<file path="src/rtl/flit_pkg.sv">
// Shared constants and types for the local-port flit download path.
package flit_pkg;

   localparam int FLIT_CTRL_W = 2;

   localparam logic [FLIT_CTRL_W-1:0] CTRL_HEAD = 2'b01;
   localparam logic [FLIT_CTRL_W-1:0] CTRL_BODY = 2'b10;
   localparam logic [FLIT_CTRL_W-1:0] CTRL_TAIL = 2'b11;

   typedef enum logic [1:0] {IDLE, LOAD, DRAIN, HOLD} dl_state_t;

endpackage

</file>
<file path="src/rtl/flit_rr_arbiter.sv">
// Combinational channel arbiter: fixed priority (lowest index) or round-robin
// search starting at ptr.
module flit_rr_arbiter #(
   parameter  int NCH   = 2,
   parameter  int RR_EN = 0,
   localparam int IW    = (NCH > 1) ? $clog2(NCH) : 1
) (
   input  logic [NCH-1:0] req,
   input  logic [IW-1:0]  ptr,
   output logic [NCH-1:0] gnt,
   output logic [IW-1:0]  idx
);

   int unsigned i;
   logic        found;

   always_comb begin
      gnt   = '0;
      idx   = '0;
      found = 1'b0;
      i     = 0;
      for (int unsigned k = 0; k < NCH; k++) begin
         i = (RR_EN != 0) ? ((k + 32'(ptr)) % NCH) : k;
         if (!found && req[i]) begin
            found  = 1'b1;
            gnt[i] = 1'b1;
            idx    = IW'(i);
         end
      end
   end

endmodule

</file>
<file path="src/rtl/flit_download_arbiter.sv">
// Local-port download controller: grants one eligible channel, loads its
// message flit by flit into a register file and holds it until acknowledged.
module flit_download_arbiter
   import flit_pkg::*;
#(
   parameter  int FLIT_W    = 16,
   parameter  int NCH       = 2,
   parameter  int MAX_FLITS = 11,
   parameter  int DEST_BIT  = 13,
   parameter  int RR_EN     = 0,
   localparam int FW        = FLIT_W + FLIT_CTRL_W,
   localparam int CW        = (NCH > 1) ? $clog2(NCH) : 1,
   localparam int LW        = $clog2(MAX_FLITS + 1)
) (
   input  logic                        clk,
   input  logic                        rst,
   input  logic [NCH*FW-1:0]           in_flit,
   input  logic [NCH-1:0]              in_rdy,
   input  logic                        msg_ack,
   output logic [NCH-1:0]              en_deq,
   output logic                        msg_rdy,
   output logic [CW-1:0]               msg_ch,
   output logic [LW-1:0]               msg_len,
   output logic [MAX_FLITS*FLIT_W-1:0] msg_data,
   output logic                        err_ovf
);

   dl_state_t         state;
   logic [CW-1:0]     rr_ptr;
   logic [LW-1:0]     cnt;
   logic [FLIT_W-1:0] mem [MAX_FLITS];

   logic [NCH-1:0]         elig;
   logic [NCH-1:0]         gnt_oh;
   logic [CW-1:0]          gnt_idx;
   logic [CW-1:0]          ptr_next;
   logic [FW-1:0]          cur;
   logic [FLIT_CTRL_W-1:0] cur_ctrl;
   logic                   cur_rdy;

   always_comb begin
      elig = '0;
      for (int unsigned i = 0; i < NCH; i++) begin
         elig[i] = in_rdy[i]
                 && (in_flit[i*FW+FLIT_W +: FLIT_CTRL_W] == CTRL_HEAD)
                 && !in_flit[i*FW+DEST_BIT];
      end
   end

   flit_rr_arbiter #(.NCH(NCH), .RR_EN(RR_EN)) u_arb (
      .req (elig),
      .ptr (rr_ptr),
      .gnt (gnt_oh),
      .idx (gnt_idx)
   );

   assign ptr_next = (gnt_idx == CW'(NCH - 1)) ? '0 : gnt_idx + 1'b1;

   // msg_ch doubles as the registered grant for the whole message.
   always_comb begin
      cur     = '0;
      cur_rdy = 1'b0;
      en_deq  = '0;
      for (int unsigned i = 0; i < NCH; i++) begin
         if (CW'(i) == msg_ch) begin
            cur     = in_flit[i*FW +: FW];
            cur_rdy = in_rdy[i];
            if (state == LOAD || state == DRAIN) en_deq[i] = in_rdy[i];
         end
      end
      cur_ctrl = cur[FW-1 -: FLIT_CTRL_W];
   end

   for (genvar k = 0; k < MAX_FLITS; k++) begin : g_out
      assign msg_data[k*FLIT_W +: FLIT_W] = mem[k];
   end

   always_ff @(posedge clk) begin
      err_ovf <= 1'b0;
      if (!rst) begin
         state   <= IDLE;
         rr_ptr  <= '0;
         cnt     <= '0;
         msg_rdy <= 1'b0;
         msg_ch  <= '0;
         msg_len <= '0;
         for (int unsigned k = 0; k < MAX_FLITS; k++) mem[k] <= '0;
      end else begin
         case (state)
            IDLE: begin
               if (|gnt_oh) begin
                  msg_ch <= gnt_idx;
                  if (RR_EN != 0) rr_ptr <= ptr_next;
                  cnt    <= '0;
                  for (int unsigned k = 0; k < MAX_FLITS; k++) mem[k] <= '0;
                  state  <= LOAD;
               end
            end
            LOAD: begin
               if (cur_rdy) begin
                  for (int unsigned k = 0; k < MAX_FLITS; k++) begin
                     if (cnt == LW'(k)) mem[k] <= cur[FLIT_W-1:0];
                  end
                  cnt <= cnt + 1'b1;
                  if (cur_ctrl == CTRL_TAIL) begin
                     msg_len <= cnt + 1'b1;
                     msg_rdy <= 1'b1;
                     state   <= HOLD;
                  end else if (cnt == LW'(MAX_FLITS - 1)) begin
                     err_ovf <= 1'b1;
                     state   <= DRAIN;
                  end
               end
            end
            DRAIN: begin
               if (cur_rdy && cur_ctrl == CTRL_TAIL) state <= IDLE;
            end
            HOLD: begin
               if (msg_ack) begin
                  msg_rdy <= 1'b0;
                  state   <= IDLE;
               end
            end
            default: state <= IDLE;
         endcase
      end
   end

endmodule

</file>
<file path="config.mk">
export PLATFORM = sky130hd
export DESIGN_NAME = flit_download_arbiter
export DESIGN_NICKNAME = d
export VERILOG_FILES = /design/src/rtl/flit_pkg.sv /design/src/rtl/flit_rr_arbiter.sv /design/src/rtl/flit_download_arbiter.sv
export SDC_FILE = /design/constraint.sdc
export NUM_CORES = 1
export LEC_CHECK = 0
export ABC_AREA = 1
export CAP_MARGIN = 10
export CORE_ASPECT_RATIO = 1.25
export CORE_UTILIZATION = 33
export DETAILED_ROUTE_END_ITERATION = 12
export GPL_ROUTABILITY_DRIVEN = 0
export SLEW_MARGIN = 20
export SYNTH_ARGS = -nofsm -noshare
export SYNTH_HDL_FRONTEND = slang
export SYNTH_SLANG_ARGS = --single-unit
</file>
<file path="constraint.sdc">
create_clock -name clk -period 4.1 [get_ports clk]
set_input_delay 0.82 -clock clk [delete_from_list [all_inputs] [get_ports clk]]
set_output_delay 0.82 -clock clk [all_outputs]
set_load 0.01 [all_outputs]
</file>
==> out/qor.yml <==
run_status:
  outcome: "finished clean"
detailed_routing:
  via_per_inst: 4.72
  wl_per_cell_um: 20.8
  drc: 0
  route.vias.total: 4994
  antenna_left: 0
  drt_iter0_drc: 400
  totalWireLength_um: 22000
  firstDrtPassIters: 5
floorplan:
  start_util: 0.338
  die_area_um2: 22900
  die_w_um: 135
  die_h_um: 169
  rows: 60
  core_area_um2: 21700
  boundaryPins: 226
clock_network:
  cts_tree: "built"
  cts_setup_buffers: 0
  cts_max_level: 4
  cts_buffers: 17
  cts.sinks: 189
  clk_latency_ns: 0.43
  cts_resized: 0
  postCtsHoldBufs: 0
  clkTransAtPathRegs_ns: 0.07
  clock-root-buffer: "clkbuf_16"
  ctsLongestPathBuffers: 2
setup_path:
  cpMaxStageDelayCell: "nand2_1"
  cp-end-kind: "flop"
  crit_required_ns: 4.16
  cp-start-kind: "input pin"
  critPathArrivalTime_ns: 3.08
  cp_max_fo: 17
  cp_slowest_stage_delay_ns: 0.59
  path_cells: "clkdlybuf4s50_1 > nand2_2 > nand2_2 > inv_2 > nor2_4 > inv_2 > nor3_4 > nand3_4 > nand2_1"
  crit_type: "input pin to flop"
synthesis:
  syn_area_per_cell_um2: 13.5
  yosysSeqAreaShare: 0.755
  synth_top_family_by_area: "simple AND/OR/NAND/NOR gates"
  synth_compound_area_frac: 0.0130
  synth_seq_cells: 189
  synth_xor_xnor_area_share: 0.00239
  synth.most_common_cell: "edfxtp_1"
  synthMuxAreaShare: 0.0218
  synthArstFlopShare: 0
  ys.flop_type: "edfxtp_1"
  synth_fa_ha_area_frac: 0.0136
  yosys_warnings: 0
  synth_top_area_cell: "edfxtp_1"
  synth_area_leaders: "edfxtp_1 (72%), nor2_1 (8.1%), dfxtp_1 (3.5%)"
  syn_nets: 593
  syn_area_um2: 7340
  synth_common_cells: "edfxtp_1 (176), nor2_1 (159), nor2_2 (36), nand2_1 (33), mux2i_1 (16)"
  synth-edff-count: 176
  yosys.area_share.simple: 0.164
  synthCells: 544
  synth_top_area_frac: 0.720
  synth.distinct_cells: 31
timing:
  hold_viol: 0
  min_period_ns: 3.01
  timing.final.crit_share: 0.735
  slew_headroom: 0.194
  fin_hold_ws_ns: 0.489
  grt_setup_unrepaired: "false"
  setup_tns_ns: 0
  skew_ns: 0.00806
  drv_slew: 0
  setup_violations: 0
  tightest_slew_ns: 1.19
  fmax_mhz: 332
layout:
  fill_cells: 1868
  n_antenna_cell: 0
  final_util: 0.487
  nNetsFinal: 815
  drive_gt1_frac: 0.142
  syn_to_final_growth_pct: 44.0
  seq_area_um2: 5550
  multiInputGateArea_um2: 1660
power:
  p_leak_nw: 3.91
  cellPowerDensity_nw_per_um2: 472
  vdd_ir_drop_max_uv: 304
worst_hold_path:
  holdCritPathClass: "flop to flop"
global_route:
  grt_pass1_vias: 5052
  antenna_found_initial: 0
  grt-ovfl-total: 0
  grt_max_degree: 19
  grt_pass1_wl_um: 32000
  grt_usage: 0.199
place:
  io_buffers: 225
  hpwlAfterDp_um: 15700
run:
  max-cap-violations: 0
## placed cells by master (no fill, tap or decap)
master	instances
inv_1	15
o21ai_0	5
inv_6	2
mux2i_2	13
nor2_4	1
xnor2_1	1
nand4_1	1
o31ai_1	1
clkbuf_16	17
bufinv_16	4
a21oi_1	8
nand2_1	33
mux2i_4	3
nand2_2	7
buf_4	10
nand3_1	15
nor2_2	36
nor2b_1	1
clkinvlp_4	1
inv_2	4
clkinv_2	3
xor2_1	1
nand3_4	4
clkdlybuf4s50_1	225
nor3_1	1
edfxtp_1	176
o32ai_1	1
dfxtp_1	13
nor3_4	2
a211oi_1	1
a31oi_1	1
clkinv_1	2
clkinv_4	3
or2_2	1
nor2_1	159
ha_1	8
## critical path: cells and delay by family
| kind | cells | cell delay [ns] |
|---|---|---|
| simple gates | 6 | 1.59 |
| buf+inv | 3 | 0.65 |
## per-stage QoR
stage	cells	power, mW	setup slack [ns]	area (um^2)
floorplan	544	2.80	1.54	7340
global placement	1026	3.30	0.713	9930
detailed placement	1026	3.31	0.630	9940
CTS	1058	5.01	1.09	10600
global route	1058	5.15	0.884	10600
finish	1058	4.99	1.09	10600
## routing by layer
metal  part of all wire  GRT usage  vias to the layer above
met5                  0          0                        -
met4              0.023     0.0811                        0
met3              0.067     0.0422                       34
met2               0.53      0.350                      229
met1               0.38      0.234                     2434
li1                   -          -                     2297
## flip-flops by register name, summed over array words and instances, names as in the netlist
name     count
err_ovf      1
mem        176
state        2
cnt          4
msg_ch       1
msg_len      4
msg_rdy      1
## logic make-up after synthesis
group                    Yosys count
AND/OR/NAND/NOR                  261
flip-flops                       189
buffers and inverters             51
AO/OA/AOI/OAI                     17
multiplexers                      16
adder cells (fa/ha/maj)            8
XOR/XNOR                           2
## report_power, final
part	total [mW]	switching, mW	internal (mW)	leakage (nW)
registers	2.39	0.0949	2.30	1.94
clock network	1.72	0.697	1.02	0.302
logic	0.882	0.501	0.381	1.67
## layout make-up
type | count | area share
Sequential cell | 189 | 0.524
Timing Repair Buffer | 235 | 0.220
Multi-Input combinational cell | 304 | 0.157
Clock buffer | 17 | 0.0402
Tap cell | 279 | 0.0330
Clock inverter | 15 | 0.0183
Inverter | 19 | 0.00674
## worst paths after layout
| kind | start | end | slack, ns | cells after the start |
|---|---|---|---|---|
| max | in_rdy[1] | mem[3][9] | 1.09 | 9 |
| min | msg_len[3] | msg_len[3] | 0.49 | 2 |
| max reg2reg | state[1] | mem[3][9] | 1.36 | 8 |
| min reg2reg | msg_len[3] | msg_len[3] | 0.49 | 2 |
Note: power is estimated with default switching activity, not from simulation.
